==> config.mk <==
export PLATFORM = sky130hd
export DESIGN_NAME = program_loader_flat
export DESIGN_NICKNAME = d
export VERILOG_FILES = /design/src/rtl/program_loader_pkg.sv /design/src/rtl/program_loader_if.sv /design/src/rtl/program_loader_byte_assembler.sv /design/src/rtl/program_loader.sv /design/src/flat_wrapper.sv
export SDC_FILE = /design/constraint.sdc
export NUM_CORES = 1
export LEC_CHECK = 0
export CELL_PAD_IN_SITES_DETAIL_PLACEMENT = 0
export CELL_PAD_IN_SITES_GLOBAL_PLACEMENT = 2
export CORE_ASPECT_RATIO = 1.1
export CORE_UTILIZATION = 30
export DETAILED_ROUTE_END_ITERATION = 8
export PLACE_DENSITY_LB_ADDON = 0.1
export RECOVER_POWER = 100
export SLEW_MARGIN = 25
export SYNTH_ARGS = -nofsm -noshare
export SYNTH_HDL_FRONTEND = slang
export SYNTH_SLANG_ARGS = --single-unit
==> constraint.sdc <==
create_clock -name clock -period 2.8 [get_ports clock]
set_input_delay 0.42 -clock clock [delete_from_list [all_inputs] [get_ports clock]]
set_output_delay 0.42 -clock clock [all_outputs]
set_load 0.005 [all_outputs]
==> src/rtl/program_loader_pkg.sv <==
// Shared constants and helpers for the program loader.
package program_loader_pkg;

    // Loader state encodings
    localparam logic [2:0] LDR_IDLE   = 3'd0;
    localparam logic [2:0] LDR_HEADER = 3'd1;
    localparam logic [2:0] LDR_LOAD   = 3'd2;
    localparam logic [2:0] LDR_FLUSH  = 3'd3;
    localparam logic [2:0] LDR_DONE   = 3'd4;
    localparam logic [2:0] LDR_ERROR  = 3'd5;

    // Bytes per instruction word
    localparam int unsigned LANES = 4;

    typedef enum logic [2:0] {
        StIdle   = LDR_IDLE,
        StHeader = LDR_HEADER,
        StLoad   = LDR_LOAD,
        StFlush  = LDR_FLUSH,
        StDone   = LDR_DONE,
        StError  = LDR_ERROR
    } ldr_state_e;

    // Big-endian assembly: older bytes move toward bit 0 (MSB), new byte lands in [24:31].
    function automatic logic [0:31] shift_in(input logic [0:31] word, input logic [7:0] b);
        return {word[8:31], b};
    endfunction

endpackage

==> src/rtl/program_loader_if.sv <==
// Valid/ready byte stream feeding the program loader.
interface program_loader_if;
    logic       in_valid;
    logic [7:0] in_byte;
    logic       in_ready;

    modport master (output in_valid, output in_byte, input in_ready);
    modport slave  (input in_valid, input in_byte, output in_ready);
endinterface

==> src/rtl/program_loader_byte_assembler.sv <==
// Byte assembler: shifts accepted bytes into a big-endian 32-bit word.
module program_loader_byte_assembler
    import program_loader_pkg::*;
(
    input  logic        clock,
    input  logic        reset,
    input  logic        clear,
    input  logic        accept,
    input  logic [7:0]  in_byte,
    output logic [0:31] word,
    output logic        word_valid,
    output logic        last
);

    logic [1:0] lane_q;

    // The byte accepted while last is high completes the word
    assign last = (lane_q == 2'(LANES - 1));

    // Shift register, lane counter and completion pulse
    always_ff @(posedge clock) begin
        if (reset || clear) begin
            lane_q     <= 2'd0;
            word       <= '0;
            word_valid <= 1'b0;
        end else begin
            word_valid <= accept && last;
            if (accept) begin
                word   <= shift_in(word, in_byte);
                lane_q <= lane_q + 2'd1;
            end
        end
    end

endmodule

==> src/rtl/program_loader.sv <==
// Program loader: writes a length-prefixed byte stream into program memory
// and holds the CPU until the whole image is committed.
module program_loader
    import program_loader_pkg::*;
#(
    parameter int unsigned DEPTH = 256
) (
    input  logic               clock,
    input  logic               reset,
    input  logic               start,
    program_loader_if.slave    in_if,
    output logic [0:31]        wadr,
    output logic [0:31]        wvalue,
    output logic               wenable,
    output logic               cpu_hold,
    output logic               done,
    output logic               error,
    output logic [31:0]        loaded
);

    ldr_state_e  state_q, state_d;
    logic [31:0] len_q;
    logic [31:0] loaded_q;
    logic [0:31] wadr_q;
    logic        wr_q;

    logic        accept;
    logic        clear;
    logic        word_done;
    logic [0:31] asm_word;
    logic        asm_valid;
    logic        asm_last;
    logic [0:31] hdr_len;

    assign in_if.in_ready = (state_q == StHeader) || (state_q == StLoad);
    assign accept         = in_if.in_valid && in_if.in_ready;
    assign word_done      = accept && asm_last;
    // Length decision is made on the edge that accepts the 4th header byte
    assign hdr_len        = shift_in(asm_word, in_if.in_byte);

    program_loader_byte_assembler u_asm (
        .clock      (clock),
        .reset      (reset),
        .clear      (clear),
        .accept     (accept),
        .in_byte    (in_if.in_byte),
        .word       (asm_word),
        .word_valid (asm_valid),
        .last       (asm_last)
    );

    // Next-state logic; the assembler is held clear whenever no session is streaming
    always_comb begin
        state_d = state_q;
        clear   = 1'b0;
        unique case (state_q)
            StIdle: begin
                clear = 1'b1;
                if (start) state_d = StHeader;
            end
            StHeader: begin
                if (word_done) begin
                    if (hdr_len == 32'd0)             state_d = StDone;
                    else if (hdr_len > 32'(DEPTH))    state_d = StError;
                    else                              state_d = StLoad;
                end
            end
            StLoad: begin
                if (word_done && (loaded_q + 32'd1 == len_q)) state_d = StFlush;
            end
            StFlush: begin
                state_d = StDone;
            end
            StDone, StError: begin
                clear = 1'b1;
                if (start) state_d = StHeader;
            end
            default: state_d = StIdle;
        endcase
    end

    // State, length, index and write-port registers
    always_ff @(posedge clock) begin
        if (reset) begin
            state_q  <= StIdle;
            len_q    <= '0;
            loaded_q <= '0;
            wadr_q   <= '0;
            wr_q     <= 1'b0;
        end else begin
            state_q <= state_d;
            wr_q    <= (state_q == StLoad) && word_done;
            if ((state_q == StHeader) && word_done) len_q <= hdr_len;
            if ((state_d == StHeader) && (state_q != StHeader)) begin
                loaded_q <= '0;
                wadr_q   <= '0;
            end else if ((state_q == StLoad) && word_done) begin
                wadr_q   <= loaded_q;
                loaded_q <= loaded_q + 32'd1;
            end
        end
    end

    // The assembler word is the completed word during its valid pulse
    assign wenable  = wr_q && asm_valid;
    assign wvalue   = asm_word;
    assign wadr     = wadr_q;
    assign loaded   = loaded_q;
    assign cpu_hold = (state_q == StHeader) || (state_q == StLoad) ||
                      (state_q == StFlush)  || (state_q == StError);
    assign done     = (state_q == StDone);
    assign error    = (state_q == StError);

endmodule

==> src/flat_wrapper.sv <==
// flat-port wrapper written by rule: the top's interface ports become plain ports
module program_loader_flat import program_loader_pkg::*;
#(
    parameter int unsigned DEPTH = 256
)
  (clock, reset, start, wadr, wvalue, wenable, cpu_hold, done, error, loaded, in_if_in_valid, in_if_in_byte, in_if_in_ready);
  program_loader_if in_if_i ();
  input  logic clock;
  input  logic reset;
  input  logic start;
  output logic [0:31] wadr;
  output logic [0:31] wvalue;
  output logic wenable;
  output logic cpu_hold;
  output logic done;
  output logic error;
  output logic [31:0] loaded;
  input wire logic [$bits(in_if_i.in_valid)-1:0] in_if_in_valid;
  input wire logic [$bits(in_if_i.in_byte)-1:0] in_if_in_byte;
  output wire logic [$bits(in_if_i.in_ready)-1:0] in_if_in_ready;
  assign in_if_i.in_valid = in_if_in_valid;
  assign in_if_i.in_byte = in_if_in_byte;
  assign in_if_in_ready = in_if_i.in_ready;
  program_loader #(.DEPTH(DEPTH)) u_core (.clock(clock), .reset(reset), .start(start), .in_if(in_if_i), .wadr(wadr), .wvalue(wvalue), .wenable(wenable), .cpu_hold(cpu_hold), .done(done), .error(error), .loaded(loaded));
endmodule
==> impl_results.rst, run 1 <==
.. list-table::
   :header-rows: 1

   * - Metric
     - Value
   * - Run status
     - finished, violations left
   * - Violations in the final reports
     - design-rule violations
   * - Total global routing track utilization
     - 17.9%
   * - Largest clock skew in the final design
     - 0.00889 ns
   * - Post-route design area
     - 8240 um2
   * - Combined area of all synthesized cells
     - 6200 um2
   * - Vias in the first global route
     - 5484
   * - FF-to-FF path depth
     - 8
   * - Height of the die
     - 153 um
   * - Hold/Removal Path Class
     - reg2reg
   * - Resized Gates After CTS
     - 0
   * - Antenna cell count
     - 0
   * - Leakage power total
     - 0.00302 uW
   * - H-tree lvl count
     - 4
   * - First-pass detailed-route iteration total
     - 9
   * - Arr. time, crit path
     - 2.88 ns
   * - DRC violation total after the first TritonRoute iteration
     - 336
   * - Overflow left after global routing
     - 0
   * - Vias
     - 5640
   * - Clock share of power
     - 56.1%
   * - Setup total negative slack
     - 0 ns
   * - Clock tree buffer depth
     - 2
   * - Number of nets in the synthesized netlist
     - 820
   * - Met2 Routed Length
     - 8270 um
   * - Final cycle utilization of the critical path
     - 90.3%
   * - Post-CTS Hold Fix Bufs
     - 0
   * - Critical Path Source Type
     - register
   * - Sequential cell area
     - 2700 um2
   * - Routability Congestion
     - 0.818
   * - Starting density of the core
     - 30.9%
   * - Number of antenna-violating nets in the routed design
     - 0
   * - Number of buffers inserted to repair setup after CTS
     - 0
   * - Synth area leader
     - sky130_fd_sc_hd__dfxtp_1
   * - Vias/cell
     - 4.84
   * - Share of the synthesized area in the top cell type
     - 43.6%
   * - Maximum net fanout on the critical path
     - 12
   * - Final-report max-slew violation count
     - 0
   * - List of cells traversed by the critical path
     - nand4_4 -> nor3_2 -> clkbuf_2 -> nand3_1 -> or2_2 -> xnor2_1 -> nand4_1 -> o21ai_0
   * - Relative area change from synthesis to final layout
     - 32.9%
   * - Switching Share
     - 21.1%
   * - Synth top area cells
     - sky130_fd_sc_hd__dfxtp_1 (44%), sky130_fd_sc_hd__nand2_1 (14%), sky130_fd_sc_hd__a21oi_1 (8.5%), sky130_fd_sc_hd__xnor2_1 (6.4%), sky130_fd_sc_hd__xor2_1 (5.5%)
   * - Synth warnings
     - 0
   * - Endpoints failing hold
     - 0
   * - Depth of the worst hold-timing path
     - 2
   * - IO Pins
     - 113
   * - Remaining max-slew budget at the tightest pin
     - 18.5%
   * - Fillers
     - 2057
   * - Post-layout minimum cycle time
     - 2.53 ns
   * - Internal Dissipation
     - 3660 uW
   * - Distinct cells, synth
     - 47
   * - DRC violation count after routing
     - 10
   * - # rows
     - 54
   * - Slowest cell on the critical path
     - sky130_fd_sc_hd__dfxtp_1
   * - Placeable core region
     - 20100 um2
   * - Worst vdd ir
     - 0.000429 V
   * - WL met3
     - 750 um
   * - Final #Nets
     - 916
   * - Reg power frac
     - 41.6%
   * - Switch Pwr
     - 980 uW
   * - Number of sinks handled by clock tree synthesis
     - 135
   * - Full die area
     - 21200 um2
   * - Combinational share of power
     - 2.3%
   * - Clock Root Buffer
     - sky130_fd_sc_hd__clkbuf_16
   * - Multi-input logic area
     - 3240 um2
   * - Register bit count reported by yosys
     - 135
   * - Fraction of layout cells with a size suffix above 1
     - 6.46%
   * - Post-Synthesis Cells
     - 805
   * - Global-route wire length before repair
     - 29900 um
   * - TritonCTS clock tree
     - yes
   * - Post-synthesis average cell area
     - 7.70 um2
   * - Pwr/cell area
     - 564 nW/um2
   * - RSZ-0062 raised after global routing
     - no
   * - Pre-CTS WS
     - 0.226 ns
   * - Smallest setup slack after layout
     - 0.273 ns
   * - Sum of routed wire length over all layers
     - 18400 um
   * - Fmax achieved
     - 396 MHz
   * - Horizontal extent of the die
     - 139 um
   * - Kind of end point of the critical path
     - register
   * - Required @ worst endpoint
     - 3.15 ns
   * - Initial antenna violation count
     - 0
   * - Worst Tran Pin Value
     - 1.22 ns
   * - Highest metal layer with signal wires
     - met4
   * - Port buffer count
     - 112
   * - Post-Route Utilization
     - 41.0%
   * - Count of endpoints failing setup in the final report
     - 0
   * - HPWL after detailed placement
     - 13400 um
   * - Placed instance area
     - 7610 um2
   * - Largest stage delay, worst path
     - 0.59 ns
   * - Post-synthesis sequential area ratio
     - 43.6%
   * - Final Power
     - 4640 uW
   * - Wire length on met1
     - 8990 um
   * - Clock insertion delay at the later pin of the skew report
     - 0.42 ns
   * - Wirelength per Cell
     - 15.8 um
   * - Number of buffers added by the clock tree synthesis step
     - 17
   * - Number of max-cap violations
     - 0
   * - Type of the worst setup path
     - reg2reg
   * - Maximum number of pins on one net before global-route repair
     - 48
   * - Clock-pin slew on the worst setup and hold paths
     - 0.06 ns
-- cell usage after synthesis, drive strengths merged --
cell type  count
and2           4
buf           16
nor4b          1
dfxtp        135
nor2b          4
and4           4
a21oi        105
clkbuf        43
nand4         15
o21ai          4
inv            3
and3           3
nand2b         5
a21o           1
nor4          15
o32ai          1
a2bb2oi        1
nand2        236
ha             3
or2            5
or3            3
or4            1
nand3         20
and4b          1
xnor2         45
nor3b          1
xor2          39
a211oi         1
a41oi          1
nand3b         1
o21ba          1
mux2i          5
nor2          55
a31oi          5
nor3          19
o211ai         3
-- area by class of cell --
class | instances | area share (%)
Clock buffer | 18 | 5.33
Sequential cell | 135 | 32.8
Inverter | 3 | 0.137
Tap cell | 252 | 3.83
Timing Repair Buffer | 136 | 15.6
Multi-Input combinational cell | 608 | 39.3
Clock inverter | 14 | 2.98
-- critical path, delay by kind of cell, from the launching register on --
kind	cells	cell delay [ns]
AO/OA/AOI/OAI	1	0.16
XOR/XNOR	1	0.22
buffers and inverters	1	0.31
flip-flops	1	0.59
AND/OR/NAND/NOR	5	1.18
-- logic make-up after synthesis --
family	Yosys count	share of synthesized area (%)
buffers and inverters	62	4.08
and+or+nand+nor	393	28.5
muxes	5	0.808
adders and majority gates	3	0.606
AOI/OAI and AO/OA	123	10.5
DFF	135	43.6
xor gates and xnor gates	84	11.9
-- per-stage QoR --
step / hold slack, ns / instances
floorplan: 0.440 / 805
global placement: 0.441 / 1134
detailed placement: 0.449 / 1134
CTS: 0.457 / 1166
global route: 0.475 / 1166
finish: 0.451 / 1166
-- placed cells by master, fill, tap and decap left out, drive strengths merged, types with 3 or more instances in the layout --
cell and instances:
and2 4, and3 3, o21ai 4, nor2 55
inv 5, o211ai 3, mux2i 5, dlygate4sd3 94
nand2b 5, xor2 39, nand2 236, a21oi 105
and4 4, nand3 20, xnor2 45, nand4 15
or3 3, bufinv 6, nor4 15, ha 3
nor3 19, dfxtp 135, buf 11, clkdlybuf4s50 18
clkbuf 31, or2 5, clkinv 5, a31oi 5
nor2b 4
-- flip-flops by register name (all words and copies together), names as in the netlist --
signal and count:
u_core.len_q 32, u_core.loaded 32, u_core.u_asm.word 32, u_core.wadr 32
u_core.state_q 3, u_core.u_asm.lane_q 2, u_core.u_asm.word_valid 1, u_core.wr_q 1
-- metal layers --
metal  GRT usage (%)  vias to the layer above
li1                -                     2850
met2            28.3                      138
met5               0                        -
met4            6.56                        0
met1            24.1                     2630
met3            3.55                       22
-- power groups by stage --
stage	clock network [uW]	registers (uW)	logic [uW]
after floorplan	0	1970	60.6
after global placement	0	1970	112
after detailed placement	0	1970	112
after CTS	2660	1930	112
after global routing	2740	1930	117
final	2610	1930	106
-- final timing paths --
| check | slack, ns | to | from |
|---|---|---|---|
| max | 0.27 | u_core.state_q[0] | u_core.loaded[4] |
| max reg2reg | 0.27 | u_core.state_q[0] | u_core.loaded[4] |
| min | 0.45 | u_core.wadr[12] | u_core.wadr[12] |
| min reg2reg | 0.45 | u_core.wadr[12] | u_core.wadr[12] |
No activity file was read; power rests on OpenSTA's default activity.
==> inputs of run 2 (changes only) <==
- CELL_PAD_IN_SITES_DETAIL_PLACEMENT: 0 -> 1
- clock period: 2.8 -> 2.5 ns (I/O delays scaled with it)
==> run 2 against run 1 <==
Against the previous run: the flow still finishes with violations (design-rule violations); sequential power up 12%; power is 11% higher; utilization up 0.55 points; global-route usage rose by 1.9 points; cell area increased by 1.3%; cell count is 2.0% higher; register-to-register slack got worse by 0.04 ns; first-iteration DRC count decreased by 20%; setup slack worse by 0.096 ns.
==> impl_results.rst, run 2 (same netlist as run 1, synthesis figures left out) <==
.. list-table::
   :header-rows: 1

   * - Metric
     - Value
   * - Count of endpoints failing setup in the final report
     - 0
   * - Vias in the first global route
     - 6189
   * - Placed instance area
     - 7780 um2
   * - Final cycle utilization of the critical path
     - 92.9%
   * - Kind of end point of the critical path
     - output pin
   * - Overflow left after global routing
     - 0
   * - TritonCTS clock tree
     - yes
   * - Number of sinks handled by clock tree synthesis
     - 135
   * - Routability Congestion
     - 0.865
   * - Remaining max-slew budget at the tightest pin
     - 15.6%
   * - HPWL after detailed placement
     - 15300 um
   * - Clock Root Buffer
     - sky130_fd_sc_hd__clkbuf_16
   * - Maximum net fanout on the critical path
     - 10
   * - Violations in the final reports
     - design-rule violations
   * - Full die area
     - 21200 um2
   * - Total global routing track utilization
     - 19.8%
   * - List of cells traversed by the critical path
     - nand2b_1 -> a21oi_1 -> dlygate4sd3_1
   * - Wirelength per Cell
     - 17.2 um
   * - Hold/Removal Path Class
     - reg2reg
   * - Resized Gates After CTS
     - 0
   * - Arr. time, crit path
     - 1.95 ns
   * - Maximum number of pins on one net before global-route repair
     - 43
   * - Smallest setup slack after layout
     - 0.176 ns
   * - Relative area change from synthesis to final layout
     - 34.7%
   * - Port buffer count
     - 112
   * - Post-Route Utilization
     - 41.6%
   * - Sum of routed wire length over all layers
     - 20400 um
   * - Most used cells in the layout excluding fill and tap cells
     - sky130_fd_sc_hd__nand2_1 (236), sky130_fd_sc_hd__dfxtp_1 (135), sky130_fd_sc_hd__a21oi_1 (105)
   * - Vias/cell
     - 4.98
   * - IO Pins
     - 113
   * - Largest clock skew in the final design
     - 0.00848 ns
   * - Number of buffers inserted to repair setup after CTS
     - 0
   * - Worst Tran Pin Value
     - 1.27 ns
   * - Largest stage delay, worst path
     - 0.59 ns
   * - H-tree lvl count
     - 4
   * - Global-route wire length before repair
     - 33000 um
   * - Number of buffers added by the clock tree synthesis step
     - 17
   * - Number of antenna-violating nets in the routed design
     - 0
   * - Final-report max-slew violation count
     - 0
   * - Pre-CTS WS
     - 0.256 ns
   * - Starting density of the core
     - 30.9%
   * - Clock tree buffer depth
     - 2
   * - Height of the die
     - 153 um
   * - Fraction of layout cells with a size suffix above 1
     - 7.36%
   * - DRC violation count after routing
     - 10
   * - Final #Nets
     - 939
   * - Antenna cell count
     - 0
   * - Post-layout minimum cycle time
     - 2.32 ns
   * - Clock-pin slew on the worst setup and hold paths
     - 0.06 ns
   * - Initial antenna violation count
     - 0
   * - Slowest cell on the critical path
     - sky130_fd_sc_hd__dfxtp_1
   * - Critical Path Source Type
     - register
   * - Run status
     - finished, violations left
   * - Required @ worst endpoint
     - 2.12 ns
   * - Vias
     - 5926
   * - Horizontal extent of the die
     - 139 um
   * - Endpoints failing hold
     - 0
   * - Most common cell after layout, fill and taps aside
     - sky130_fd_sc_hd__nand2_1
   * - Setup total negative slack
     - 0 ns
   * - Type of the worst setup path
     - reg2out
   * - First-pass detailed-route iteration total
     - 6
   * - Worst vdd ir
     - 0.000463 V
   * - Post-route design area
     - 8350 um2
   * - Clock insertion delay at the later pin of the skew report
     - 0.42 ns
   * - Post-CTS Hold Fix Bufs
     - 0
   * - Leakage power total
     - 0.00302 uW
   * - Number of max-cap violations
     - 0
   * - Minimum hold slack
     - 0.450 ns
   * - # rows
     - 54
   * - Fmax achieved
     - 430 MHz
   * - Placeable core region
     - 20100 um2
   * - RSZ-0062 raised after global routing
     - no
   * - Fillers
     - 2391
   * - Pwr/cell area
     - 619 nW/um2
   * - DRC violation total after the first TritonRoute iteration
     - 268
run 2: cell count changes in the layout (fill, tap and decap cells not counted), sizes merged:
cell           previous run  this run
buf                      11        20
clkbuf                   31        44
clkdlybuf4s50            18        34
clkinv                    5         6
dlygate4sd3              94        78
run 2: area by class of cell:
| cell class | instances | area (um2) | share of cell area, % |
|---|---|---|---|
| multi-input combinational | 608 | 3250 | 38.9 |
| sequential | 135 | 2700 | 32.4 |
| timing repair buffer | 159 | 1390 | 16.7 |
| clock buffer | 17 | 425 | 5.10 |
| tap | 252 | 315 | 3.78 |
| clock inverter | 15 | 250 | 3.00 |
| inverter | 3 | 11.3 | 0.135 |
run 2: metal layers:
layer  track usage (%)  wire [um]
met3              2.89        677
met2              33.1       9520
met5                 0          0
met4              8.57        527
met1              25.3       9720
run 2: stage by stage:
stage	power, uW	instances
3_3_place_gp	2340	1157
6_report	5170	1189
4_1_cts	5230	1189
3_5_place_dp	2340	1157
5_1_grt	5340	1189
2_1_floorplan	2270	805
run 2: path summary, 6_finish.rpt:
kind	from	to	slack (ns)	cells after the start
setup / recovery	u_core.state_q[0]	in_if_in_ready	0.18	3
setup reg to reg	u_core.loaded[0]	u_core.state_q[0]	0.23	8
hold reg to reg	u_core.wadr[16]	u_core.wadr[16]	0.45	2
hold / removal	u_core.wadr[16]	u_core.wadr[16]	0.45	2
run 2: power breakdown:
part,total (uW),internal (uW),leakage [uW],switching [uW]
sequential,2160,2150,0.00109,6.88
combinational,121,37.6,0.00160,83.8
clock,2890,1880,0.000328,1010
run 2: worst max-delay path: cells and delay by family, from the launching register on:
family	cells	cell delay (ns)
simple gates	1	0.18
buf+inv	1	0.58
compound gates	1	0.17
flops	1	0.59
